**src/rtl/pwm_pkg.sv**
```systemverilog
// pwm_pkg: sequencer state type and channel word constants shared by the PWM segment sequencer
package pwm_pkg;
  typedef enum logic [2:0] {IDLE, LOAD, START, ARM, RUN, GAP, STOP, HALT} seq_state_t;
  localparam int PNUM_DIR_BIT = 31;
  localparam int PNUM_CNT_W = 24;
  localparam int ARM_TIMEOUT = 8;
endpackage

```
**src/rtl/seg_fifo.sv**
```systemverilog
// seg_fifo: synchronous segment FIFO with flush and occupancy count
module seg_fifo #(
  parameter int DEPTH = 8,
  parameter int W = 64
) (
  input  logic                     Clk100m,
  input  logic                     Rst,
  input  logic                     push,
  input  logic                     pop,
  input  logic                     flush,
  input  logic [W-1:0]             din,
  output logic [W-1:0]             dout,
  output logic                     full,
  output logic                     empty,
  output logic [$clog2(DEPTH):0]   level
);
  localparam int AW = $clog2(DEPTH);
  localparam int LW = AW + 1;
  logic [W-1:0] mem [DEPTH];
  logic [AW-1:0] wp, rp;
  logic do_push, do_pop;
  assign full = level == LW'(DEPTH);
  assign empty = level == '0;
  assign do_push = push && !full;
  assign do_pop = pop && !empty;
  assign dout = mem[rp];
  always_ff @(posedge Clk100m)
    if (do_push) mem[wp] <= din;
  always_ff @(posedge Clk100m)
    if (Rst || flush) begin
      wp <= '0;
      rp <= '0;
      level <= '0;
    end else begin
      wp <= wp + AW'(do_push);
      rp <= rp + AW'(do_pop);
      level <= level + LW'(do_push) - LW'(do_pop);
    end
endmodule

```
**src/rtl/pwm_seg_sequencer.sv**
```systemverilog
// pwm_seg_sequencer: queues host motion segments and plays them back-to-back into one PWM channel
module pwm_seg_sequencer
  import pwm_pkg::*;
#(
  parameter int DEPTH = 8,
  parameter int GAP_CYC = 0
) (
  input  logic                     Clk100m,
  input  logic                     Rst,
  input  logic                     seg_wr,
  input  logic [31:0]              seg_freq,
  input  logic [31:0]              seg_pnum,
  input  logic                     run,
  input  logic                     abort,
  input  logic                     fault_clr,
  input  logic                     limit,
  input  logic                     pwm_state,
  output logic [31:0]              pwm_freq,
  output logic [31:0]              pwm_pnum,
  output logic                     pwm_pnump,
  output logic                     pwm_start,
  output logic                     pwm_stop,
  output logic                     seg_full,
  output logic [$clog2(DEPTH):0]   seg_level,
  output logic                     busy,
  output logic                     seg_done,
  output logic                     err_limit,
  output logic                     err_ovf
);
  seq_state_t state, state_n;
  logic [15:0] cnt;
  logic [63:0] head;
  logic state_q, fifo_empty, act, trip, pop, flush, leave_halt;
  assign act = state inside {LOAD, START, ARM, RUN, GAP};
  assign trip = !limit && state != HALT;
  assign pop = state == IDLE && run && !fifo_empty && !abort && !trip;
  assign flush = trip || (abort && (act || state == IDLE));
  assign leave_halt = state == HALT && state_n == IDLE;
  seg_fifo #(.DEPTH(DEPTH), .W(64)) u_fifo (
    .Clk100m (Clk100m),
    .Rst     (Rst),
    .push    (seg_wr),
    .pop     (pop),
    .flush   (flush),
    .din     ({seg_freq, seg_pnum}),
    .dout    (head),
    .full    (seg_full),
    .empty   (fifo_empty),
    .level   (seg_level)
  );
  always_ff @(posedge Clk100m)
    state <= Rst ? IDLE : state_n;
  // RUN watches the registered busy flag so completion lands one cycle after the fall
  always_comb begin
    state_n = state;
    if (trip) state_n = HALT;
    else if (abort && act) state_n = STOP;
    else
      case (state)
        IDLE:    state_n = pop ? LOAD : IDLE;
        LOAD:    state_n = START;
        START:   state_n = ARM;
        ARM:     state_n = pwm_state ? RUN : cnt == 16'(ARM_TIMEOUT - 1) ? HALT : ARM;
        RUN:     state_n = state_q ? RUN : GAP_CYC > 0 ? GAP : IDLE;
        GAP:     state_n = cnt == 16'(GAP_CYC - 1) ? IDLE : GAP;
        STOP:    state_n = pwm_state ? STOP : IDLE;
        HALT:    state_n = fault_clr && limit ? IDLE : HALT;
        default: state_n = IDLE;
      endcase
  end
  always_comb begin
    busy = state != IDLE;
    pwm_pnump = state == LOAD;
    pwm_start = state == START;
    pwm_stop = act && abort && !trip && pwm_state;
    seg_done = state == RUN && !state_q && !abort && !trip;
  end
  always_ff @(posedge Clk100m)
    if (Rst) begin
      pwm_freq <= '0;
      pwm_pnum <= '0;
      cnt <= '0;
      state_q <= 1'b0;
      err_limit <= 1'b0;
      err_ovf <= 1'b0;
    end else begin
      if (pop) {pwm_freq, pwm_pnum} <= head;
      cnt <= state_n == state ? cnt + 16'd1 : '0;
      state_q <= pwm_state;
      err_limit <= !leave_halt && (err_limit || (state_n == HALT && state != HALT));
      err_ovf <= (err_ovf && !leave_halt) || (seg_wr && seg_full);
    end
endmodule

```
**config.mk**
```make
export PLATFORM = sky130hd
export DESIGN_NAME = pwm_seg_sequencer
export DESIGN_NICKNAME = d
export VERILOG_FILES = /design/src/rtl/pwm_pkg.sv /design/src/rtl/seg_fifo.sv /design/src/rtl/pwm_seg_sequencer.sv
export SDC_FILE = /design/constraint.sdc
export NUM_CORES = 1
export LEC_CHECK = 0
export ABC_CLOCK_PERIOD_IN_PS = 7000
export CAP_MARGIN = 15
export CELL_PAD_IN_SITES_DETAIL_PLACEMENT = 1
export CELL_PAD_IN_SITES_GLOBAL_PLACEMENT = 1
export CORE_UTILIZATION = 50
export CTS_BUF_LIST = sky130_fd_sc_hd__clkbuf_4
export DETAILED_ROUTE_END_ITERATION = 8
export PLACE_DENSITY = 0.74
export SLEW_MARGIN = 40
export SYNTH_ARGS = -nofsm -noshare
export SYNTH_HDL_FRONTEND = slang
export SYNTH_SLANG_ARGS = --single-unit
```
**constraint.sdc**
```tcl
create_clock -name Clk100m -period 7 [get_ports Clk100m]
set_input_delay 0.7 -clock Clk100m [delete_from_list [all_inputs] [get_ports Clk100m]]
set_output_delay 0.7 -clock Clk100m [all_outputs]
set_load 0.01 [all_outputs]
```
# After elaboration in Yosys (flattened, before gate mapping)
# Memory sizes are Yosys's and may differ from the RTL's. A register that Yosys moved wholly into a read port is not among the register bits.
# Index checks and enable logic that the tools add are counted.
# W data, S select, Z words.
# word_totals
elab_cells,78
regBits,32
mem_bits_rw,512
output_inout_bits,76
inputBits,72
n_memories,1
# op_classes
eq_ne,13
bitwise_logic,1
addsub,5
muxes,12
reduce_logical,38
# mem_list
memory,depth,word_bits,read_ports,rd_ports_with_merged_regs,write_ports,line,rtl
u_fifo.mem,8,64,1,1,1,seg_fifo.sv:19,logic [W-1:0] mem [DEPTH];
# op_table
op,count
$mux W3,8
$pmux W3 S8,1
$logic_and A1 B1 Y1,20
$add A16 B1 Y16 const B,1
$eq A16 B16 Y1 const B,1
$eq A16 B3 Y1 const B,1
$eq A3 B3 Y1 const B,5
$logic_not A1 Y1,7
$add A3 B1 Y3,2
$eq A3 B2 Y1 const B,2
$logic_not A3 Y1,2
$logic_or A1 B1 Y1,5
$reduce_bool A5 Y1,1
$add A4 B1 Y4,1
$eq A4 B4 Y1 const B,1
$logic_not A4 Y1,1
$sub A4 B1 Y4,1
$eq A3 B1 Y1 const B,1
$eq A3 B3 Y1,1
$mux W1,3
$ne A3 B3 Y1 const B,1
$reduce_bool A3 Y1,1
$reduce_or A2 Y1,1
$not A1 Y1,1

# Longest topological paths before layout
# Gate-level depths: netlist (run 1).
# logic_depth
word_depth,14
ltp_mapped,13
ltp_nobuf,11

# Hierarchy
# From an unflattened synthesis (run 1), not the netlist that was laid out.
# hier_totals
cells_unflattened,1229
hier_area_um2,23219.8
# modules_own_cells
mod,cells_each,area_per_inst_um2,seq_area_each_um2,instances
seg_fifo,802,19784.0,15574.9,1
pwm_seg_sequencer,427,3435.8,1721.7,1

# Worst setup path before layout (run 1)
# OpenSTA, ideal clock, no wires.
# synth_timing
path_kind,reg-to-reg
start,reg u_fifo.level[2]
end,"mem u_fifo.mem[0][0], enable pin"
setup_slack_ns,0.906
path_stages_with_launch,7
n_path_buf,0
arrival_ns,5.529
synth_period_minus_slack_ns,6.094
t_required_ns,6.435
setup_time_ns,0.565
cell_sequence,dfxtp_1 -> inv_1 -> ha_1 -> and3_1 -> nor2b_1 -> nand2b_1 -> nor3_1
# synth_between
elab_chain_len,5
# synth_lines
element,line,rtl
start: declaration,seg_fifo.sv:15,output logic [$clog2(DEPTH):0] level
start signal: assignment,seg_fifo.sv:37,level <= level + LW'(do_push) - LW'(do_pop);
$eq A4 B4 Y1,seg_fifo.sv:22,assign full = level == LW'(DEPTH);
net seg_full,pwm_seg_sequencer.sv:23,"output logic seg_full,"
$logic_not A1 Y1,seg_fifo.sv:24,assign do_push = push && !full;
$logic_and A1 B1 Y1,seg_fifo.sv:24,
$mux W1,seg_fifo.sv:28,if (do_push) mem[wp] <= din;
$mux W1 (implied by the code),seg_fifo.sv:28,
end: declaration,seg_fifo.sv:19,
# The timed path passes the listed nets, and every way through them passes these cells.

# Worst setup path in the final report (run 1)
# layout_timing
start,reg state[2]
end,out pwm_stop
# layout_between
elab_chain_len,5
elab_cells_between_ends,12
cone_classes,eq/ne (6); reduce/logical (6)
# layout_lines
element,line,rtl
start: declaration,pwm_seg_sequencer.sv:30,"seq_state_t state, state_n;"
start signal: assignment,pwm_seg_sequencer.sv:52,state <= Rst ? IDLE : state_n;
$eq A3 B1 Y1 (tied with other cells),pwm_seg_sequencer.sv:34,"assign act = state inside {LOAD, START, ARM, RUN, GAP};"
$reduce_bool A5 Y1 or $logic_and A1 B1 Y1 (tied branches),"pwm_seg_sequencer.sv:34, pwm_seg_sequencer.sv:35",
$logic_and A1 B1 Y1 or $logic_not A1 Y1 (tied branches),pwm_seg_sequencer.sv:75,pwm_stop = act && abort && !trip && pwm_state;
$logic_and A1 B1 Y1 (*) (2 in a row),pwm_seg_sequencer.sv:75,
end: declaration,pwm_seg_sequencer.sv:22,"output logic pwm_stop,"
# Every way passes the cells marked *; elsewhere a longest branch is shown, timed or not.

==> impl_metrics.csv, run 1 <==
group,metric,value,unit
grt,grt_pass1_wl,77900,um
logic_synthesis,synth_area,23100,um^2
logic_synthesis,syn_nets,1254,
timing,hold_slack,0.360,ns
detailed_routing,vias,12011,
detailed_routing,detail_route.first_pass.iterations,5,
power,power_density,267,nW/um^2
logic_synthesis,synthCells,1170,
detailed_routing,via_per_inst,5.55,
setup_path,worstSetupEndpoint,"pwm_stop",
timing,finalHoldViolCount,0,
setup_path,critPathMaxFanout,19,
timing,slew_headroom,45.3,%
setup_path,crit_path_start_kind,"flip-flop",
detailed_routing,drc_errors,0,
grt,grt_remaining_overflow,0,
clock_network,post_cts_buffers,0,
hold_path,hold_start,"Rst",
floorplanning,die_w,217,um
detailed_routing,drt_wl_total,51300,um
run_status,outcome,"finished, final reports clean",
grt,first_global_vias,13269,
setup_path,worst_setup_path_end_kind,"output port",
detailed_routing,wire_per_inst,23.7,um
clock_network,hold_buffers,0,
final_layout,syn_to_final_growth,18.6,%
setup_path,r2r_cells,10,
floorplanning,start_util,50.8,%
logic_synthesis,seq_area_frac_synth,74.9,%
placement,portBuffers,147,
timing,tns,0,ns
grt,antenna_found_initial,5,
hold_path,hp-class,"input port to flip-flop",
clock_network,tritoncts,"yes",
floorplanning,rows,78,
setup_path,crit_slowest_cell,"dfxtp_1",
logic_synthesis,synth_cell_type_count,54,
logic_synthesis,syn_area_per_cell,19.7,um^2
setup_path,cpPeakStageDelay,0.74,ns
clock_network,cts-buffers-inserted,155,
run,maxCapViolCount,0,
floorplanning,core-area,45500,um^2
timing,tightest_slew,0.821,ns
floorplanning,top_level_ports,148,
clock_network,cts-root-buf,"clkbuf_4",
clock_network,cts_buffer_depth,3,
grt,grtUsageTotal,22.7,%
timing,setup_viol,0,
power,p_leak,8.59,nW
setup_path,crit_type,"flip-flop to output port",
clock_network,cts.sinks,608,
timing,fin_crit_sh,48.3,%
placement,dpl.hpwl,28300,um
clock_network,post_cts_resized,0,
timing,final.min_clock_period,3.38,ns
timing,skew,0.0659,ns
clock_network,clkTransAtPathRegs,0.07,ns
setup_path,worst_r2r_endpoint,"u_fifo.level[3]",
floorplanning,dieArea,47000,um^2
power,ir_drop,0.000269,V
setup_path,crit_path_start,"state[2]",
logic_synthesis,synth_warnings,0,
timing,fmax,0.296,GHz
detailed_routing,antenna_left,0,
detailed_routing,drt_iter0_markers,771,
clock_network,h-tree-depth,4,
setup_path,critPathArrivalTime,2.68,ns
setup_path,crit_required,6.30,ns
final_layout,nNetsFinal,1520,
setup_path,cp_cell_sequence,"or3_1 > and4_1 > clkdlybuf4s50_1",
setup_path,r2r_slack,3.67,ns
timing,drv_slew,0,
grt,grt_max_degree,131,
logic_synthesis,ys_seq_elements,608,
setup_path,worstReg2RegStart,"state[2]",
final_layout,drive_above_1_share,29.1,%
clock_network,clock_latency,0.95,ns
placement,gp_congestion,0.755,
floorplanning,die_y,217,um
timing,rsz0062_at_grt,"false",
-- layer usage --
metal	vias up	global-route usage, %	routed length (um)
li1	5381	-	-
met1	6240	28.0	21500
met2	305	38.2	26300
met3	79	6.76	2570
met4	6	7.93	834
met5	-	0	42
-- worst max-delay path, delay by kind of cell (launching register included) --
kind | cells | cell delay (ns)
DFF | 1 | 0.74
buffers and inverters | 1 | 0.52
and+or+nand+nor | 2 | 0.47
-- area by class of cell --
| class | instances | area, um^2 |
|---|---|---|
| clock buffers | 236 | 1770 |
| well taps | 600 | 751 |
| fillers | 4083 | 18100 |
| repair buffers | 173 | 1710 |
| flip-flops and latches | 608 | 17300 |
| inverters | 7 | 26.3 |
| diodes | 2 | 5.00 |
| clock inverters | 47 | 277 |
| multi-input cells | 491 | 5530 |
-- cells in the mapped netlist, drive strengths merged --
cell type,instances,share of area [%]
o31ai,1,0.033
a211oi,64,2.1
and2,6,0.16
a211o,1,0.038
o21ai,3,0.11
nor3b,3,0.098
a22oi,1,0.033
buf,28,0.67
a21oi,5,0.16
a21boi,2,0.065
nor2,83,1.3
clkbuf,36,0.59
or4b,1,0.060
xor2,4,0.15
nor4b,4,0.23
or4,1,0.033
o211ai,1,0.033
ha,11,0.60
nand2b,5,0.14
or2,1,0.027
fa,1,0.087
nand4,3,0.081
a32oi,1,0.038
mux4,128,12
o22ai,1,0.027
edfxtp,512,67
xnor2,14,0.53
nand3,8,0.17
nor4,3,0.081
or3,2,0.076
nor2b,4,0.11
and4,3,0.11
mux2i,65,2.8
o211a,1,0.043
a31oi,1,0.027
a32o,1,0.049
a21o,3,0.098
dfxtp,96,8.3
a41o,2,0.087
nor3,19,0.63
inv,7,0.11
nand2,27,0.55
and3,7,0.19
-- per-stage QoR --
stage	instances	power (mW)	setup slack, ns	cell area [um^2]	util [%]
3_3_place_gp	1877	4.32	3.36	25300	55.6
6_report	2164	7.30	3.62	27400	60.2
5_1_grt	2164	7.58	3.39	27400	60.2
3_5_place_dp	1879	4.33	3.28	25300	55.7
2_1_floorplan	1170	4.20	0.906	23100	-
4_1_cts	2162	7.40	3.48	27400	60.2
-- sequential cells by signal (all words and copies together), names as in the netlist --
register / flops
u_fifo.mem: 512
pwm_freq: 32
pwm_pnum: 32
cnt: 16
u_fifo.level: 4
state: 3
u_fifo.rp: 3
u_fifo.wp: 3
err_limit: 1
err_ovf: 1
state_q: 1
-- layout by cell type (no fill, tap or decap), types with 17 or more instances in the layout --
cell type / n
a211oi_1: 64
buf_4: 21
clkbuf_4: 236
clkdlybuf4s50_1: 146
clkinv_1: 25
dfxtp_1: 93
edfxtp_1: 512
mux2i_1: 64
mux4_2: 128
nand2_1: 17
nor2_1: 77
-- kinds of logic after synthesis --
group	synth area share (%)
AO/OA/AOI/OAI	2.92
adder cells (fa/ha/maj)	0.683
XOR/XNOR	0.683
buffers and inverters	1.37
multiplexers	15.3
AND/OR/NAND/NOR	4.10
flip-flops	74.9
-- power by group --
| group | switching, mW | leakage, nW | internal [mW] |
|---|---|---|---|
| sequential | 0.0240 | 5.43 | 3.97 |
| clock | 1.43 | 1.21 | 1.62 |
| combinational | 0.151 | 1.95 | 0.109 |
-- worst min path at each step --
| stage | slack [ns] | cells after the start | to |
|---|---|---|---|
| after floorplan | 0.45 | 1 | cnt[0] |
| after global placement | 0.46 | 1 | cnt[0] |
| after detailed placement | 0.47 | 1 | cnt[0] |
| after CTS | 0.24 | 2 | pwm_freq[31] |
| after global routing | 0.29 | 2 | pwm_pnum[1] |
| final | 0.36 | 2 | pwm_freq[31] |
Power figures use the tool's default switching activity.
==> run 2: changes to the inputs <==
Settings changed: ABC_CLOCK_PERIOD_IN_PS 7000 to 3500.
Clock period 7 ns to 3.5 ns, I/O delays scaled along.
==> run 2 against run 1 <==
Total power up 100%. Cell area up 0.98%. Via count up 0.37%. Combinational power up 110%.
==> impl_metrics.csv, run 2 (synthesis results as in run 1) <==
group,metric,value,unit
detailed_routing,via_per_inst,5.57,
setup_path,cp_cell_sequence,"or3_1 > and4_1 > clkdlybuf4s50_1",
final_layout,layout_common_cells,"edfxtp_1 (512), clkbuf_4 (246), clkdlybuf4s50_1 (146)",
power,ir_drop,0.000335,V
clock_network,post_cts_buffers,0,
clock_network,tritoncts,"yes",
clock_network,cts-buffers-inserted,153,
detailed_routing,wire_per_inst,24.0,um
hold_path,hp-class,"input port to flip-flop",
floorplanning,rows,78,
final_layout,utilization,60.8,%
floorplanning,die_w,217,um
grt,grt_pass1_wl,78800,um
detailed_routing,drc_errors,0,
grt,grt_max_degree,130,
power,p_total,14.8,mW
timing,tightest_slew,0.776,ns
setup_path,worst_setup_path_end_kind,"output port",
floorplanning,start_util,50.8,%
placement,gp_congestion,0.738,
final_layout,drive_above_1_share,29.3,%
timing,final.min_clock_period,2.94,ns
clock_network,cts_buffer_depth,3,
grt,grt_remaining_overflow,0,
final_layout,largestRegisters,"u_fifo.mem: 512 flops, pwm_freq: 32 flops, pwm_pnum: 32 flops",
setup_path,critPathMaxFanout,15,
setup_path,critPathArrivalTime,2.59,ns
setup_path,worst_r2r_endpoint,"u_fifo.rp[1]",
grt,antenna_found_initial,5,
hold_path,hold_path_depth,3,
floorplanning,top_level_ports,148,
timing,slew_headroom,48.3,%
detailed_routing,vias,12055,
final_layout,nNetsFinal,1522,
final_layout,largest_reg_flops,512,
final_layout,fin_cells,2164,
setup_path,crit_slowest_cell,"dfxtp_1",
placement,dpl.hpwl,29200,um
timing,tns,0,ns
setup_path,r2r_slack,0.75,ns
grt,first_global_vias,13351,
final_layout,syn_to_final_growth,19.8,%
timing,hold_slack,0.137,ns
timing,skew,0.0471,ns
detailed_routing,drt_wl_total,51900,um
final_layout,regMostFlops,"u_fifo.mem",
setup_path,worstReg2RegStart,"state[0]",
clock_network,clock_latency,0.95,ns
hold_path,holdPathEnd,"err_ovf",
placement,portBuffers,147,
run_status,outcome,"finished, final reports clean",
floorplanning,die_y,217,um
timing,setup_viol,0,
run,maxCapViolCount,0,
power,p_leak,8.69,nW
clock_network,h-tree-depth,4,
setup_path,crit_path_start_kind,"flip-flop",
final_layout,num-fill-cells,4045,
grt,grtUsageTotal,23.0,%
detailed_routing,drt_iter0_markers,602,
setup_path,crit_required,3.15,ns
detailed_routing,detail_route.first_pass.iterations,5,
floorplanning,dieArea,47000,um^2
detailed_routing,antenna_left,0,
timing,fmax,0.340,GHz
placement,dp_cells,1882,
clock_network,clkTransAtPathRegs,0.06,ns
floorplanning,core-area,45500,um^2
clock_network,cts.sinks,608,
setup_path,cpPeakStageDelay,0.66,ns
hold_path,hold_start,"seg_wr",
setup_path,crit_path_start,"state[0]",
final_layout,final_common_cell,"edfxtp_1",
power,power_density,535,nW/um^2
setup_path,r2r_cells,6,
timing,rsz0062_at_grt,"false",
timing,drv_slew,0,
setup_path,crit_type,"flip-flop to output port",
clock_network,cts-root-buf,"clkbuf_4",
timing,fin_crit_sh,84.1,%
timing,finalHoldViolCount,0,
run 2: where the power goes:
part / switching (mW) / total (mW) / internal [mW]
clock network: 2.80 / 6.27 / 3.47
logic: 0.319 / 0.547 / 0.228
registers: 0.0403 / 7.97 / 7.93
total: 3.16 / 14.8 / 11.6
run 2: layout make-up:
class	instances	area, um^2	share of cell area [%]
Inverter	7	26.3	0.0950
Antenna cell	2	5.00	0.0181
Clock buffer	246	1850	6.68
Timing Repair Buffer	177	1930	7.00
Sequential cell	608	17300	62.6
Tap cell	600	751	2.71
Multi-Input combinational cell	491	5550	20.1
Clock inverter	33	235	0.851
run 2: per-layer routing:
layer  vias to the layer above  routed length (um)  GRT usage [%]
met5                         -                  41              0
met4                         6                1010           8.15
met3                        83                2740           6.86
met2                       324               27200           39.0
met1                      6269               20900           28.0
li1                       5373                   -              -
run 2: repair_timing:
| action | CTS | global route |
|---|---|---|
| hold buffers | 1 | 0 |
| endpoints found under the hold margin | 38 | 0 |
| gates resized for setup | 0 | 0 |
run 2: worst max path at each step:
stage,endpoint,slack [ns],depth (start not counted)
final,pwm_stop,0.56,3
after global routing,pwm_stop,0.40,3
after CTS,pwm_stop,0.43,3
after detailed placement,cnt[11],0.55,6
after global placement,cnt[0],0.57,6
after floorplan,u_fifo.mem[6][0],-0.88,6
run 2: worst max-delay path, delay by kind of cell (launching register included):
kind,cells,cell delay (ns)
AND/OR/NAND/NOR,2,0.47
flip-flops,1,0.66
buffers and inverters,1,0.53
run 2: metrics by stage:
stage / setup WS, ns / area, um^2
2_1_floorplan: -0.878 / 23100
3_3_place_gp: 0.569 / 25600
3_5_place_dp: 0.547 / 25600
4_1_cts: 0.426 / 27600
5_1_grt: 0.403 / 27700
6_report: 0.556 / 27700
